--- src/rtl/pipe_mdu_ctrl_pkg.sv ---
// Shared encodings for the iterative multiply/divide unit: op codes, FSM states,
// and the funct codes the control unit decodes to drive it.
package pipe_mdu_ctrl_pkg;

  typedef enum logic [1:0] {
    MDOP_MULT  = 2'b00,
    MDOP_MULTU = 2'b01,
    MDOP_DIV   = 2'b10,
    MDOP_DIVU  = 2'b11
  } mdop_e;

  typedef enum logic [1:0] {
    S_IDLE = 2'b00,
    S_RUN  = 2'b01,
    S_FIX  = 2'b10
  } state_e;

  localparam logic [5:0] FUNCT_MFHI  = 6'h10;
  localparam logic [5:0] FUNCT_MTHI  = 6'h11;
  localparam logic [5:0] FUNCT_MFLO  = 6'h12;
  localparam logic [5:0] FUNCT_MTLO  = 6'h13;
  localparam logic [5:0] FUNCT_MULT  = 6'h18;
  localparam logic [5:0] FUNCT_MULTU = 6'h19;
  localparam logic [5:0] FUNCT_DIV   = 6'h1a;
  localparam logic [5:0] FUNCT_DIVU  = 6'h1b;

  // Per-sequence fixup flags captured at the accepting edge.
  typedef struct packed {
    logic is_div;
    logic dz;      // divide by zero
    logic neg_lo;  // negate product / quotient
    logic neg_hi;  // negate remainder (div only)
  } op_ctl_t;

  function automatic logic op_is_div(input mdop_e op);
    return op[1];
  endfunction

  function automatic logic op_is_signed(input mdop_e op);
    return ~op[0];
  endfunction

endpackage

--- src/rtl/pipe_mdu_ctrl_if.sv ---
// ID-stage <-> multiply/divide unit request and HI/LO response bundle.
interface pipe_mdu_ctrl_if #(parameter int WIDTH = 32);
  logic             start;
  logic [1:0]       mdop;
  logic [WIDTH-1:0] a;
  logic [WIDTH-1:0] b;
  logic             rdhilo;
  logic             wrhi;
  logic             wrlo;
  logic             stall;
  logic             busy;
  logic             done;
  logic [WIDTH-1:0] hi;
  logic [WIDTH-1:0] lo;

  modport master (
    output start, mdop, a, b, rdhilo, wrhi, wrlo,
    input  stall, busy, done, hi, lo
  );

  modport slave (
    input  start, mdop, a, b, rdhilo, wrhi, wrlo,
    output stall, busy, done, hi, lo
  );
endinterface

--- src/rtl/pipe_mdu_ctrl_iter.sv ---
// One shift-add multiply or restoring-divide iteration on a 2*WIDTH accumulator.
module mdu_iter #(
  parameter int WIDTH = 32
) (
  input  logic [2*WIDTH-1:0] acc,
  input  logic [WIDTH-1:0]   operand,
  input  logic               is_div,
  output logic [2*WIDTH-1:0] nxt
);

  logic [WIDTH:0]   sum;
  logic [WIDTH:0]   shl;
  logic [WIDTH-1:0] diff;
  logic             ge;

  always_comb begin
    // mult: acc = {partial, multiplier}; carry out of the add shifts back in
    sum  = {1'b0, acc[2*WIDTH-1:WIDTH]} + {1'b0, (acc[0] ? operand : '0)};
    // div: acc = {remainder, dividend}; remainder < divisor so the W-bit diff is exact
    shl  = acc[2*WIDTH-1:WIDTH-1];
    ge   = (shl >= {1'b0, operand});
    diff = shl[WIDTH-1:0] - operand;
    if (is_div)
      nxt = {(ge ? diff : shl[WIDTH-1:0]), acc[WIDTH-2:0], ge};
    else
      nxt = {sum, acc[WIDTH-1:1]};
  end

endmodule

--- src/rtl/pipe_mdu_ctrl.sv ---
// Iterative mult/multu/div/divu sequencer and HI/LO owner beside the ID stage.
module pipe_mdu_ctrl
  import pipe_mdu_ctrl_pkg::*;
#(
  parameter int WIDTH = 32
) (
  input logic             clk,
  input logic             clrn,
  pipe_mdu_ctrl_if.slave  bus
);

  localparam int CW = (WIDTH > 2) ? $clog2(WIDTH) : 1;
  localparam logic [CW-1:0] LAST = CW'(WIDTH - 1);

  state_e             state;
  logic [CW-1:0]      count;
  logic [2*WIDTH-1:0] acc;
  logic [2*WIDTH-1:0] acc_nxt;
  logic [WIDTH-1:0]   opnd;
  logic [WIDTH-1:0]   hi_r;
  logic [WIDTH-1:0]   lo_r;
  logic               done_r;
  op_ctl_t            ctl;

  mdop_e              op_in;
  logic               neg_a;
  logic               neg_b;
  logic [WIDTH-1:0]   mag_a;
  logic [WIDTH-1:0]   mag_b;
  logic [2*WIDTH-1:0] prod;
  logic [WIDTH-1:0]   rem;
  logic [WIDTH-1:0]   fix_hi;
  logic [WIDTH-1:0]   fix_lo;
  logic               busy;

  mdu_iter #(.WIDTH(WIDTH)) u_iter (
    .acc     (acc),
    .operand (opnd),
    .is_div  (ctl.is_div),
    .nxt     (acc_nxt)
  );

  always_comb begin
    op_in = mdop_e'(bus.mdop);
    neg_a = op_is_signed(op_in) & bus.a[WIDTH-1];
    neg_b = op_is_signed(op_in) & bus.b[WIDTH-1];
    // the most negative value maps to itself, which is its correct unsigned magnitude
    mag_a = neg_a ? -bus.a : bus.a;
    mag_b = neg_b ? -bus.b : bus.b;

    prod  = ctl.neg_lo ? -acc : acc;
    rem   = acc[2*WIDTH-1:WIDTH];
    if (ctl.is_div) begin
      // divide by zero leaves rem = |a|, so the sign of a restores hi = a
      fix_lo = ctl.dz ? '1 : (ctl.neg_lo ? -acc[WIDTH-1:0] : acc[WIDTH-1:0]);
      fix_hi = ctl.neg_hi ? -rem : rem;
    end else begin
      fix_lo = prod[WIDTH-1:0];
      fix_hi = prod[2*WIDTH-1:WIDTH];
    end
  end

  always_ff @(posedge clk or negedge clrn) begin
    if (!clrn) begin
      state  <= S_IDLE;
      count  <= '0;
      acc    <= '0;
      opnd   <= '0;
      ctl    <= '0;
      hi_r   <= '0;
      lo_r   <= '0;
      done_r <= 1'b0;
    end else begin
      done_r <= 1'b0;
      case (state)
        S_IDLE: begin
          if (bus.start) begin
            state      <= S_RUN;
            count      <= '0;
            ctl.is_div <= op_is_div(op_in);
            ctl.dz     <= op_is_div(op_in) & (bus.b == '0);
            ctl.neg_lo <= neg_a ^ neg_b;
            ctl.neg_hi <= op_is_div(op_in) ? neg_a : (neg_a ^ neg_b);
            if (op_is_div(op_in)) begin
              acc  <= {{WIDTH{1'b0}}, mag_a};
              opnd <= mag_b;
            end else begin
              acc  <= {{WIDTH{1'b0}}, mag_b};
              opnd <= mag_a;
            end
          end else if (bus.wrhi) begin
            hi_r <= bus.a;
          end else if (bus.wrlo) begin
            lo_r <= bus.a;
          end
        end
        S_RUN: begin
          acc   <= acc_nxt;
          count <= count + 1'b1;
          if (count == LAST) state <= S_FIX;
        end
        S_FIX: begin
          hi_r   <= fix_hi;
          lo_r   <= fix_lo;
          done_r <= 1'b1;
          state  <= S_IDLE;
        end
        default: state <= S_IDLE;
      endcase
    end
  end

  assign busy      = (state != S_IDLE);
  assign bus.busy  = busy;
  assign bus.stall = busy & (bus.start | bus.rdhilo | bus.wrhi | bus.wrlo);
  assign bus.done  = done_r;
  assign bus.hi    = hi_r;
  assign bus.lo    = lo_r;

  a_start_wins: assert property (@(posedge clk) disable iff (!clrn)
    (!busy && bus.start) |=> (state == S_RUN));
  a_wrhi_over_wrlo: assert property (@(posedge clk) disable iff (!clrn)
    (!busy && !bus.start && bus.wrhi && bus.wrlo) |=> (lo_r == $past(lo_r)));

endmodule
--- src/flat_wrapper.sv ---
// flat-port wrapper written by rule: the top's interface ports become plain ports
module pipe_mdu_ctrl_flat import pipe_mdu_ctrl_pkg::*;
#(
  parameter int WIDTH = 32
)
  (clk, clrn, bus_start, bus_mdop, bus_a, bus_b, bus_rdhilo, bus_wrhi, bus_wrlo, bus_stall, bus_busy, bus_done, bus_hi, bus_lo);
  pipe_mdu_ctrl_if #(.WIDTH(WIDTH)) bus_i ();
  input logic clk;
  input logic clrn;
  input wire logic [$bits(bus_i.start)-1:0] bus_start;
  input wire logic [$bits(bus_i.mdop)-1:0] bus_mdop;
  input wire logic [$bits(bus_i.a)-1:0] bus_a;
  input wire logic [$bits(bus_i.b)-1:0] bus_b;
  input wire logic [$bits(bus_i.rdhilo)-1:0] bus_rdhilo;
  input wire logic [$bits(bus_i.wrhi)-1:0] bus_wrhi;
  input wire logic [$bits(bus_i.wrlo)-1:0] bus_wrlo;
  output wire logic [$bits(bus_i.stall)-1:0] bus_stall;
  output wire logic [$bits(bus_i.busy)-1:0] bus_busy;
  output wire logic [$bits(bus_i.done)-1:0] bus_done;
  output wire logic [$bits(bus_i.hi)-1:0] bus_hi;
  output wire logic [$bits(bus_i.lo)-1:0] bus_lo;
  assign bus_i.start = bus_start;
  assign bus_i.mdop = bus_mdop;
  assign bus_i.a = bus_a;
  assign bus_i.b = bus_b;
  assign bus_i.rdhilo = bus_rdhilo;
  assign bus_i.wrhi = bus_wrhi;
  assign bus_i.wrlo = bus_wrlo;
  assign bus_stall = bus_i.stall;
  assign bus_busy = bus_i.busy;
  assign bus_done = bus_i.done;
  assign bus_hi = bus_i.hi;
  assign bus_lo = bus_i.lo;
  pipe_mdu_ctrl #(.WIDTH(WIDTH)) u_core (.clk(clk), .clrn(clrn), .bus(bus_i));
endmodule
--- config.mk ---
export PLATFORM = sky130hd
export DESIGN_NAME = pipe_mdu_ctrl_flat
export DESIGN_NICKNAME = d
export VERILOG_FILES = /design/src/rtl/pipe_mdu_ctrl_pkg.sv /design/src/rtl/pipe_mdu_ctrl_if.sv /design/src/rtl/pipe_mdu_ctrl_iter.sv /design/src/rtl/pipe_mdu_ctrl.sv /design/src/flat_wrapper.sv
export SDC_FILE = /design/constraint.sdc
export NUM_CORES = 1
export LEC_CHECK = 0
export CAP_MARGIN = 20
export CELL_PAD_IN_SITES_DETAIL_PLACEMENT = 0
export CELL_PAD_IN_SITES_GLOBAL_PLACEMENT = 2
export CORE_MARGIN = 2
export CORE_UTILIZATION = 35
export DETAILED_ROUTE_END_ITERATION = 12
export GPL_TIMING_DRIVEN = 0
export PLACE_DENSITY_LB_ADDON = 0.1
export SYNTH_ARGS = -nofsm -noshare
export SYNTH_HDL_FRONTEND = slang
export SYNTH_HIERARCHICAL = 1
export SYNTH_SLANG_ARGS = --single-unit
--- constraint.sdc ---
create_clock -name clk -period 3.76 [get_ports clk]
set_input_delay 0.376 -clock clk [delete_from_list [all_inputs] [get_ports clk]]
set_output_delay 0.376 -clock clk [all_outputs]
set_load 0.03 [all_outputs]
==> flow_summary.json <==
{
  "status": "complete, no violations",
  "skew_ns": 0.0173,
  "post_synth_num_cell_types": 88,
  "rr_endpoint": "u_core/acc[60]",
  "grt_pass1_vias": 16400,
  "min_path_type": "input port to asynchronous set/reset pin",
  "netlist_instances": 2043,
  "start_kind": "register",
  "crit_arrival_ns": 3.99,
  "drc": 0,
  "grt_overflow": 0,
  "slew_violations": 0,
  "drv_cap": 0,
  "antenna_found_initial": 2,
  "ir_worst_vdd_uv": 445,
  "layout_min_cycle_time_ns": 3.64,
  "fin_util_pct": 41.6,
  "relSlewSlack_pct": 27.3,
  "period_share_pct": 96.7,
  "seqCellArea_um2": 4310,
  "critPathKind": "register to register",
  "path_clk_slew_ns": 0.08,
  "fin_ws_ns": 0.124,
  "finalSetupViolations": 0,
  "final_cell_mix": "nand2_1 (267), dfrtp_1 (169), o21ai_0 (142)",
  "gp_congestion": 0.932,
  "required_ns": 4.12,
  "root_buffer": "clkbuf_16",
  "track_usage_pct": 31.9,
  "hpwl_um": 60200,
  "area_delta_synth_final_pct": 18.0,
  "rsz0062_at_grt": "yes",
  "grt_max_degree": 93,
  "path_max_fanout": 10,
  "wire_per_inst_um": 26.8,
  "worstReg2RegStart": "u_core/acc[0]",
  "synth_ff_type": "dfrtp_1",
  "io_buffers": 134,
  "syn_area_um2": 15900,
  "placed_area_um2": 18100,
  "die_y_um": 217,
  "die_w_um": 217,
  "syn_avg_cell_area_um2": 7.80,
  "tightest_slew_ns": 1.06,
  "cts_sinks": 172,
  "r2r_cells": 14,
  "numCtsBuffers": 17,
  "clockBufferDepth": 2,
  "vias_per_cell": 6.11,
  "place_ws_ns": -0.714,
  "final_cell_area_um2": 18800,
  "power_mw": 20.5,
  "rrSetupSlack_ns": 0.12,
  "synth_fp_nets": 2187,
  "leakage_nw": 7.60,
  "ys_ff_latch": 172,
  "start_util_pct": 35.3,
  "synth_edf_count": 0,
  "final_hold_viol_count": 0,
  "tritoncts": "done",
  "nFillCells": 4739,
  "setup.worst_path.end_class": "register",
  "max_freq_mhz": 275,
  "async_flop_share_pct": 100,
  "clk_latency_ns": 0.51,
  "row_count": 78,
  "core-area_um2": 45200,
  "final_common_cell": "nand2_1",
  "yosysSeqAreaShare_pct": 27.0,
  "ant_nets": 0,
  "grt_pass1_wl_um": 110000,
  "die-area_um2": 47300,
  "io_pins": 139,
  "power_density_nw_per_um2": 1090,
  "nNetsFinal": 2349,
  "vias": 17200,
  "multi_input_area_um2": 10900,
  "synth.yosys.warnings": 6,
  "drive_above_1_share_pct": 6.76,
  "wl_um": 75700,
  "drtPass1Iterations": 5,
  "htreeDepth": 4,
  "drtIter0Drc": 1926
}
## sequential cells by signal (all words and copies together), names as in the netlist
register and flops:
u_core/opnd 32, u_core/state 2, u_core/bus.done 1, u_core/bus.lo 32
u_core/acc 64, u_core/bus.hi 32, u_core/ctl 4, u_core/count 5
## metal layers
metal	vias to the layer above	track usage (%)	wire, um
met2	669	51.4	35400
met3	108	5.13	4850
met4	0	11.3	2530
met1	8589	43.1	33000
li1	7867	-	-
met5	-	0	0
## cell type report
class,instances,share of cell area (%)
timing repair buffer,143,7.61
buffer,138,3.13
clock inverter,15,0.938
sequential,172,22.9
clock buffer,17,2.26
inverter,69,1.38
multi-input combinational,1664,57.8
antenna,3,0.0399
tap,600,3.99
## cells in the mapped netlist, types with 12 or more instances
library cell | number | area share (%)
nand4_1 | 30 | 1.2
o211ai_1 | 17 | 0.80
o21ai_0 | 142 | 4.5
o21ai_1 | 18 | 0.57
xor2_1 | 68 | 3.7
and3_1 | 31 | 1.2
o21a_1 | 12 | 0.57
a21o_1 | 32 | 1.5
a22oi_1 | 24 | 1.1
nor2b_1 | 15 | 0.59
or4_1 | 13 | 0.61
nand3_1 | 60 | 1.9
inv_1 | 66 | 1.6
o22ai_1 | 40 | 1.6
dfrtp_1 | 172 | 27
o41ai_1 | 24 | 1.3
and2_1 | 41 | 1.6
or3_1 | 24 | 0.94
nor4_1 | 26 | 1.0
clkbuf_1 | 111 | 2.6
o31ai_1 | 34 | 1.6
mux2i_1 | 24 | 1.5
nand2_1 | 267 | 6.3
ha_1 | 70 | 5.5
mux2_2 | 31 | 2.2
nor3_1 | 41 | 1.3
a21oi_1 | 140 | 4.4
o221ai_1 | 30 | 1.6
xnor2_1 | 94 | 5.2
a211oi_1 | 14 | 0.66
nor2_1 | 126 | 3.0
a31oi_1 | 41 | 1.6
## worst max-delay path by stage
stage	to	cells past startpoint	slack [ns]	startpoint
after floorplan	u_core/acc[61]	15	0.72	u_core/acc[0]
after global routing	u_core/acc[60]	14	-0.01	u_core/acc[0]
after detailed placement	u_core/acc[61]	15	-0.71	u_core/acc[0]
after CTS	u_core/acc[39]	13	0.002	u_core/acc[32]
final	u_core/acc[60]	14	0.12	u_core/acc[0]
after global placement	u_core/bus.done	1	-5.58	clrn
## per-stage QoR
step	cells	setup TNS, ns	hold slack, ns
after detailed placement	2779	-3.89	0.395
after global placement	2777	-958.72	0.468
final	2821	0	0.441
after global routing	2818	-0.0136	0.482
after CTS	2814	0	0.439
after floorplan	2043	0	0.0804
## worst max-delay path, stage by stage (launching register included)
cell      delay (ns)
dfrtp_4         0.52
clkbuf_2        0.24
and2_1          0.19
ha_1            0.32
nand2_1         0.11
o31ai_2         0.40
o21bai_1        0.18
a21o_1          0.21
a21o_1          0.25
a21oi_4         0.27
a21oi_1         0.16
or3_1           0.32
o211a_1         0.16
nand2_1         0.07
o31ai_1         0.07
## power by group
part           switching [mW]  internal, mW
Sequential               1.66          2.80
Clock                   0.965         0.948
Combinational            8.63          5.47
Total                    11.3          9.21
## cell families after synthesis
logic type	after synthesis	synth area share, %
AO/OA/AOI/OAI	641	26.4
flip-flops	172	27.0
XOR/XNOR	162	8.90
buffers and inverters	207	5.27
AND/OR/NAND/NOR	730	22.7
multiplexers	59	3.98
adder cells (fa/ha/maj)	72	5.75
## what timing repair did
item                       4_1_cts  5_1_grt
buffers inserted                 2        2
setup endpoints to repair       14       13
pin swaps                        2        3
hold buffers                     1        0
hold endpoints to repair        80        0
resized for setup               11       10
cloned                           0        0
Power figures use the tool's default switching activity.
